--- config.mk ---
export PLATFORM = sky130hd
export DESIGN_NAME = spi_keys
export DESIGN_NICKNAME = d
export VERILOG_FILES = /design/src/rtl/spi_keys.sv
export SDC_FILE = /design/constraint.sdc
export NUM_CORES = 1
export LEC_CHECK = 0
export ABC_AREA = 1
export CORE_UTILIZATION = 30
export DETAILED_ROUTE_END_ITERATION = 10
export MAX_ROUTING_LAYER = met4
export PLACE_DENSITY = 0.53
export SLEW_MARGIN = 0
export SYNTH_ARGS = -nofsm -noshare
export SYNTH_HDL_FRONTEND = slang
export SYNTH_SLANG_ARGS = --single-unit
--- constraint.sdc ---
create_clock -name clk_g_i -period 5.5 [get_ports clk_g_i]
set_input_delay 1.1 -clock clk_g_i [delete_from_list [all_inputs] [get_ports clk_g_i]]
set_output_delay 1.1 -clock clk_g_i [all_outputs]
set_load 0.01 [all_outputs]
--- src/rtl/spi_keys.sv ---
// spi_keys: free-running SPI (mode 0) transmitter of a key-matrix snapshot.
// Each frame is a header byte 0xA5, ceil(NUM_KEYS/8) key bytes (key byte 0
// first, MSB first, unused high bits zero) and a CRC-8/0x07 over the key
// bytes. Frames are separated by an idle gap of GAP_CYCLES clocks.
module spi_keys #(
    parameter int NUM_KEYS   = 61,
    parameter int CLK_DIV    = 2,
    parameter int GAP_CYCLES = 64
) (
    input  logic                clk_g_i,
    input  logic                rstn_g_i,
    input  logic [NUM_KEYS-1:0] keys_i_g,
    output logic                spi_clk_g_o,
    output logic                spi_mosi_g_o
);

    // Frame geometry
    localparam int NB         = (NUM_KEYS + 7) / 8;
    localparam int KEY_W      = 8 * NB;
    localparam int FRAME_W    = KEY_W + 8;        // header + key bytes
    localparam int TOTAL_BITS = FRAME_W + 8;      // plus the CRC byte
    localparam int BIT_W      = $clog2(TOTAL_BITS);
    localparam int GAP_W      = (GAP_CYCLES > 1) ? $clog2(GAP_CYCLES) : 1;
    localparam int DIV_W      = (CLK_DIV > 1) ? $clog2(CLK_DIV) : 1;

    localparam logic [7:0]       HEADER        = 8'hA5;
    localparam logic [7:0]       CRC_POLY      = 8'h07;
    localparam logic [BIT_W-1:0] FIRST_KEY_BIT = BIT_W'(8);
    localparam logic [BIT_W-1:0] FIRST_CRC_BIT = BIT_W'(FRAME_W);
    localparam logic [BIT_W-1:0] LAST_BIT      = BIT_W'(TOTAL_BITS - 1);
    localparam logic [GAP_W-1:0] GAP_LAST      = GAP_W'(GAP_CYCLES - 1);
    localparam logic [DIV_W-1:0] DIV_LAST      = DIV_W'(CLK_DIV - 1);

    typedef enum logic [1:0] {
        ST_GAP,
        ST_LOAD,
        ST_SHIFT
    } state_t;

    // One serial CRC-8 step (poly 0x07, MSB first)
    function automatic logic [7:0] crc_step(input logic [7:0] crc, input logic din);
        logic fb;
        fb = crc[7] ^ din;
        return {crc[6:0], 1'b0} ^ (fb ? CRC_POLY : 8'h00);
    endfunction

    // ------------------------------------------------------------------
    // Key synchronizers
    // ------------------------------------------------------------------
    logic [NUM_KEYS-1:0] sync_meta_reg;
    logic [NUM_KEYS-1:0] sync_reg;

    // Two-flop synchronizer on every key input
    always_ff @(posedge clk_g_i or negedge rstn_g_i) begin
        if (!rstn_g_i) begin
            sync_meta_reg <= '0;
            sync_reg      <= '0;
        end else begin
            sync_meta_reg <= keys_i_g;
            sync_reg      <= sync_meta_reg;
        end
    end

    // ------------------------------------------------------------------
    // Key byte arrangement: pad to whole bytes, key byte 0 transmitted first
    // ------------------------------------------------------------------
    logic [KEY_W-1:0] keys_padded;   // bit j = key j, zero above NUM_KEYS
    logic [KEY_W-1:0] key_bytes;     // key byte 0 in the top byte

    generate
        for (genvar gi = 0; gi < KEY_W; gi++) begin : g_pad
            if (gi < NUM_KEYS) begin : g_key
                assign keys_padded[gi] = sync_reg[gi];
            end else begin : g_zero
                assign keys_padded[gi] = 1'b0;
            end
        end
        for (genvar gi = 0; gi < NB; gi++) begin : g_order
            assign key_bytes[KEY_W-1-8*gi -: 8] = keys_padded[8*gi +: 8];
        end
    endgenerate

    // ------------------------------------------------------------------
    // Transmitter state
    // ------------------------------------------------------------------
    state_t             state_reg,   state_next;
    logic [GAP_W-1:0]   gap_cnt_reg, gap_cnt_next;
    logic [DIV_W-1:0]   div_cnt_reg, div_cnt_next;
    logic [BIT_W-1:0]   bit_cnt_reg, bit_cnt_next;
    logic [FRAME_W-1:0] frame_reg,   frame_next;
    logic [7:0]         crc_reg,     crc_next;
    logic               sclk_reg,    sclk_next;
    logic               mosi_reg,    mosi_next;
    logic [BIT_W-1:0]   launch_idx;

    // State and datapath registers; reset aborts any frame in progress
    always_ff @(posedge clk_g_i or negedge rstn_g_i) begin
        if (!rstn_g_i) begin
            state_reg   <= ST_GAP;
            gap_cnt_reg <= '0;
            div_cnt_reg <= '0;
            bit_cnt_reg <= '0;
            frame_reg   <= '0;
            crc_reg     <= '0;
            sclk_reg    <= 1'b0;
            mosi_reg    <= 1'b0;
        end else begin
            state_reg   <= state_next;
            gap_cnt_reg <= gap_cnt_next;
            div_cnt_reg <= div_cnt_next;
            bit_cnt_reg <= bit_cnt_next;
            frame_reg   <= frame_next;
            crc_reg     <= crc_next;
            sclk_reg    <= sclk_next;
            mosi_reg    <= mosi_next;
        end
    end

    // Next-state logic: gap timing, snapshot load, bit timing and bit launch
    always_comb begin
        state_next   = state_reg;
        gap_cnt_next = gap_cnt_reg;
        div_cnt_next = div_cnt_reg;
        bit_cnt_next = bit_cnt_reg;
        frame_next   = frame_reg;
        crc_next     = crc_reg;
        sclk_next    = sclk_reg;
        mosi_next    = mosi_reg;
        launch_idx   = bit_cnt_reg + 1'b1;

        case (state_reg)
            ST_GAP: begin
                sclk_next = 1'b0;
                mosi_next = 1'b0;
                if (gap_cnt_reg == GAP_LAST) begin
                    gap_cnt_next = '0;
                    state_next   = ST_LOAD;
                end else begin
                    gap_cnt_next = gap_cnt_reg + 1'b1;
                end
            end

            ST_LOAD: begin
                // Header MSB goes out on the first SHIFT cycle; the frame
                // register keeps the remaining header bits and the snapshot.
                frame_next   = {HEADER[6:0], key_bytes, 1'b0};
                mosi_next    = HEADER[7];
                sclk_next    = 1'b0;
                crc_next     = 8'h00;
                bit_cnt_next = '0;
                div_cnt_next = '0;
                state_next   = ST_SHIFT;
            end

            ST_SHIFT: begin
                if (div_cnt_reg != DIV_LAST) begin
                    div_cnt_next = div_cnt_reg + 1'b1;
                end else begin
                    div_cnt_next = '0;
                    if (!sclk_reg) begin
                        // end of low phase: receiver samples on this rise
                        sclk_next = 1'b1;
                    end else begin
                        sclk_next = 1'b0;
                        if (bit_cnt_reg == LAST_BIT) begin
                            mosi_next    = 1'b0;
                            gap_cnt_next = '0;
                            state_next   = ST_GAP;
                        end else begin
                            bit_cnt_next = launch_idx;
                            if (launch_idx < FIRST_CRC_BIT) begin
                                mosi_next  = frame_reg[FRAME_W-1];
                                frame_next = {frame_reg[FRAME_W-2:0], 1'b0};
                                // header bits are excluded from the CRC
                                if (launch_idx >= FIRST_KEY_BIT) begin
                                    crc_next = crc_step(crc_reg, frame_reg[FRAME_W-1]);
                                end
                            end else begin
                                // CRC is final here; shift it out MSB first
                                mosi_next = crc_reg[7];
                                crc_next  = {crc_reg[6:0], 1'b0};
                            end
                        end
                    end
                end
            end

            default: begin
                state_next = ST_GAP;
            end
        endcase
    end

    assign spi_clk_g_o  = sclk_reg;
    assign spi_mosi_g_o = mosi_reg;

endmodule

# Yosys cells after proc, flatten, opt, wreduce, memory -nomap -nowiden
# Cells that the tools add are included.
dict set report word_totals {
  in_bits 63
  word_cells 77
  ff_bits 220
}
dict set report classes {
  n_bitwise 2
  addsub 3
  muxes 36
  n_reduce_logical 13
  n_lt_le_gt_ge 2
  eq_ne 11
}
# op count
set ops {}
lappend ops {{$mux 72} 4}
lappend ops {{$pmux 72 s2} 1}
lappend ops {{$mux 8} 5}
lappend ops {{$mux 6} 4}
lappend ops {{$mux 7} 3}
lappend ops {{$pmux 8 s2} 1}
lappend ops {{$pmux 7 s2} 1}
lappend ops {{$ne 2x2->1 const B} 6}
lappend ops {{$pmux 6 s2} 1}
lappend ops {{$reduce_and 4->1} 3}
lappend ops {{$reduce_and 5->1} 2}
lappend ops {{$mux 2} 4}
lappend ops {{$xor 8x3->8} 1}
lappend ops {{$add 7x1->7 const B} 1}
lappend ops {{$eq 7x7->1 const B} 1}
lappend ops {{$ge 7x4->1 const B} 1}
lappend ops {{$lt 7x7->1 const B} 1}
lappend ops {{$mux 1} 7}
lappend ops {{$add 6x1->6 const B} 1}
lappend ops {{$eq 6x6->1 const B} 1}
lappend ops {{$pmux 2 s3} 1}
lappend ops {{$reduce_bool 2->1} 3}
lappend ops {{$pmux 1 s2} 2}
lappend ops {{$mux 3} 1}
lappend ops {{other kinds (11)} 11}

# Logic depth before layout (Yosys ltp)
dict set report depth {
  ltp_word 9
  depth_mapped 12
  ltp_nobuf 12
}

# Least setup slack after synthesis
# No wires, ideal clock.
dict set report synth_path {
  path_type {reg2reg}
  from {register state_reg[0]}
  to {register gap_cnt_reg[4]}
  t_arrival_ns 1.607
  stages_incl_launch_ff 11
  setup_ns 0.137
  synth_period_minus_slack_ns 1.743
  path_slack_ns 3.757
  t_required_ns 5.363
  path_cell_list {dfrtp_1 > inv_1 > ha_1 > inv_2 > nor2_1 > nor2_1 > nand2_1 > inv_1 > nand2_1 > xor2_1 > a21oi_1}
}
dict set report synth_between {
  elab_chain_len 3
}
# item line
set synth_lines {}
lappend synth_lines {{from (decl)} 86} ;# state_t state_reg, state_next;
lappend synth_lines {{from (signal assigned)} 108} ;# state_reg <= state_next;
lappend synth_lines {{$eq 2x2->1 / $logic_not 2->1 (equally long branches)} 131} ;# case (state_reg)
lappend synth_lines {{$ne 2x2->1 (no source line) / $reduce_bool 2->1 (equally long branches)} -}
lappend synth_lines {{$reduce_and 4->1 (no source line)} -}
lappend synth_lines {{to (signal assigned)} 109} ;# gap_cnt_reg <= gap_cnt_next;
lappend synth_lines {{to (decl)} 87} ;# logic [GAP_W-1:0] gap_cnt_reg, gap_cnt_next;
# Parallel ways exist; a longest one is shown, timed or not.
# A chain may end at the register's enable or synchronous reset.

# Worst setup path in the final report
dict set report layout_path {
  from {register state_reg[0]}
  to {register frame_reg[71]}
}
dict set report layout_between {
  elab_chain_len 3
}
# item line
set layout_lines {}
lappend layout_lines {{$eq 2x2->1 / $eq 2x1->1 (equally long branches)} 131}
lappend layout_lines {{$ne 2x2->1 (no source line) / $reduce_bool 2->1 (equally long branches)} -}
lappend layout_lines {{$reduce_and 5->1 (no source line)} -}
lappend layout_lines {{to (signal assigned)} 112} ;# frame_reg <= frame_next;
lappend layout_lines {{to (decl)} 90} ;# logic [FRAME_W-1:0] frame_reg, frame_next;
# Parallel ways exist; a longest one is shown, timed or not.

==> flow_summary.ini <==
[global_routing]
grt_overflow_total = 0
grt_max_degree = 132
grt_pass1_vias = 5063
grt_usage_pct = 11.72
grt_pass1_wl_um = 25340
antenna_found_initial = 0

[final_layout]
fillers = 2608
largest_reg_flops = 71
layout.cells.non_filler = 1218
area_growth_pct = 22.14
fin_nets = 936
postLayoutCoreUtil_pct = 37.47
drive_above_1_share_pct = 6.116
n_antenna_cell = 0

[detailed_routing]
viasPerCell = 4.280
dr.pass1.iters = 7
drt_iter0_drc = 345
num_vias = 5213
wire_per_inst_um = 12.24
detail-route-antenna-nets = 0
routed_wl_um = 14900
drc = 4

[power_and_ir_drop]
p_leak_nw = 4.890
p_sw_share_pct = 20.27
p_clk_share_pct = 48.5
power_switching_uw = 694.6
p_per_area_nw_per_um2 = 349.9
pwr-share-seq_pct = 48.7
p_comb_share_pct = 2.8
p_int_mw = 2.732
peakVddDrop_mv = 0.2085

[worst_setup_path]
crit_path_end = frame_reg[71]$_DFFE_PN0P_
cp.depth = 10
startpoint_type = register
cpMostUsedCell = buf_4
crit_required_ns = 5.92
path_delay_family = simple AND/OR/NAND/NOR gates
cp_data_arrival_time_ns = 4.19
crit_buf_inv = 4
endpoint_kind = register
crit_path_cell_trace = inv_1, ha_4, inv_2, buf_4, nor3_1, nor3_4, buf_4, nand2_4, nand2_1, o21ai_1
worstReg2RegEnd = frame_reg[71]$_DFFE_PN0P_
crit_start = state_reg[0]$_DFFE_PN0P_
slowest_stage = ha_4
worstPathMaxFanout = 81
critPathMaxStageDelay_ns = 0.72
crit_type = register to register
worst-r2r-setup-slack_ns = 1.73
r2r_start = state_reg[0]$_DFFE_PN0P_
reg2reg_depth = 10

[clock_tree]
post_cts_resized = 0
cts_hold_buf = 0
insertion_delay_ns = 0.51
postCtsSetupBuffers = 0
cts_tree = done
cts_made_buffers = 24
htreeDepth = 1
path_clk_slew_ns = 0.06
clockBufferDepth = 3
clkSinkCount = 219
root_buffer = clkbuf_16

[yosys]
synth_area_leader_cell = dfrtp_1
synth-seq-cells = 219
synth.area.top_cells = dfrtp_1 (68%), nand2_1 (18%), nand3_1 (4.8%)
ys_types = 28
avgSynthCellArea_um2 = 9.960
ys.flop_type = dfrtp_1
yosysWarnings = 0
synthTopCellsByCount = nand2_1 (379), dfrtp_1 (219), nand3_1 (77), inv_1 (22), nor2_1 (17)
yosys.area.top_type_share_pct = 68.35
netlist_instances = 805
synth-edff-count = 0
synth_most_common_cell = nand2_1
ys_async_sr_fraction_pct = 100.0
syn_area_um2 = 8018
yosysSeqAreaShare_pct = 68.35
synthesis.nets = 876

[sta]
setup_viol = 0
fin_skew_ns = 0.007089
hold_ws_ns = 0.3455
fmax_mhz = 265.0
period_share_pct = 68.61
final.setup.worst_slack_ns = 1.727
worst_pin_slew_ns = 0.9381
relSlewSlack_pct = 37.46
finalHoldViolCount = 0
fin_tns_setup_ns = 0
rsz0062_at_grt = no
slew_viol_final = 0
period_minus_slack_ns = 3.773

[floorplanning]
rows = 59
coreArea_um2 = 26130
die_x_um = 165.5
ios = 65
dieArea_um2 = 27380
die_h_um = 165.5
start_util_pct = 30.68

[placement]
gp_congestion = 0.7713
place_ws_ns = 1.644
dp_cells = 1174
portBuffers = 64
dpl.hpwl_um = 8217

[status]
violations = DRC
run_status = complete, but fails checks

[worst_hold_path]
worst_hold_path_type = register to register

[flow_run]
cap_violations = 0
-- worst min path at each step --
stage / from / endpoint / cells past startpoint
floorplan: sync_meta_reg[0]$_DFF_PN0_ / sync_reg[0]$_DFF_PN0_ / 0
global placement: sync_meta_reg[8]$_DFF_PN0_ / sync_reg[8]$_DFF_PN0_ / 0
detailed placement: sync_meta_reg[0]$_DFF_PN0_ / sync_reg[0]$_DFF_PN0_ / 0
CTS: sync_meta_reg[47]$_DFF_PN0_ / sync_reg[47]$_DFF_PN0_ / 0
global route: sync_meta_reg[52]$_DFF_PN0_ / sync_reg[52]$_DFF_PN0_ / 0
finish: sync_meta_reg[13]$_DFF_PN0_ / sync_reg[13]$_DFF_PN0_ / 0
-- power by group through the flow --
| stage | Sequential (mW) | Clock (mW) | Combinational [mW] |
|---|---|---|---|
| after global routing | 1.67 | 1.78 | 0.111 |
| final | 1.67 | 1.66 | 0.0955 |
| after floorplan | 1.69 | 0 | 0.0169 |
| after global placement | 1.70 | 0 | 0.0994 |
| after CTS | 1.67 | 1.71 | 0.100 |
| after detailed placement | 1.70 | 0 | 0.0995 |
-- cells in the final DEF, fill, tap and decap left out, types with 2 or more instances in the layout --
cell type        netlist  routed
o21ai_2                2       2
nand4_1                4       4
clkdlybuf4s50_1        0      63
ha_1                   8       7
nand3_1               77      77
o21ai_1               11      11
dfrtp_1              219     219
nand2_1              379     379
clkinv_2               0       4
xor2_1                 2       2
a21oi_1                5       5
inv_2                  2       2
clkbuf_8               0       4
o21ai_0                9       9
o22ai_1                3       3
nor2_1                17      17
clkbuf_1               9       5
inv_1                 22      22
buf_4                  6       4
o21a_1                 2       2
bufinv_16              0       3
clkbuf_16              0      25
clkinvlp_4             0       2
-- through the flow --
step	instance area, um2	power [mW]
6_report	9793	3.427
5_1_grt	9793	3.567
4_1_cts	9793	3.485
3_5_place_dp	8960	1.800
3_3_place_gp	8960	1.800
2_1_floorplan	8018	1.711
-- logic make-up after synthesis --
logic type,after synthesis,synth area share (%)
AO/OA/AOI/OAI,33,2.310
multiplexers,1,0.1248
adder cells (fa/ha/maj),8,1.248
AND/OR/NAND/NOR,482,24.27
buffers and inverters,60,3.480
flip-flops,219,68.35
XOR/XNOR,2,0.2185
-- worst register-to-register path, delay by kind of cell (launching register included) --
| kind | cells | cell delay (ns) |
|---|---|---|
| and+or+nand+nor | 4 | 1.26 |
| buffers and inverters | 4 | 1.17 |
| adders and majority gates | 1 | 0.72 |
| DFF | 1 | 0.41 |
| AOI/OAI and AO/OA | 1 | 0.11 |
-- layout make-up --
| type | instances | area, um2 | area share, % |
|---|---|---|---|
| clock inverter | 10 | 133.9 | 1.367 |
| clock buffer | 34 | 699.4 | 7.142 |
| timing repair buffer | 69 | 695.7 | 7.104 |
| sequential | 219 | 5480 | 55.96 |
| tap | 335 | 419.2 | 4.280 |
| multi-input combinational | 526 | 2271 | 23.19 |
| inverter | 25 | 93.84 | 0.9582 |
-- metal layers --
layer	vias to the layer above	share of wire, %	routed length [um]	track usage [%]
met5	-	0	0	-
li1	2639	-	-	-
met1	2461	50	7407	16.52
met3	30	4.1	604	2.248
met2	83	44	6516	17.08
met4	0	2.5	375	3.388
Note: power is estimated with default switching activity, not from simulation.
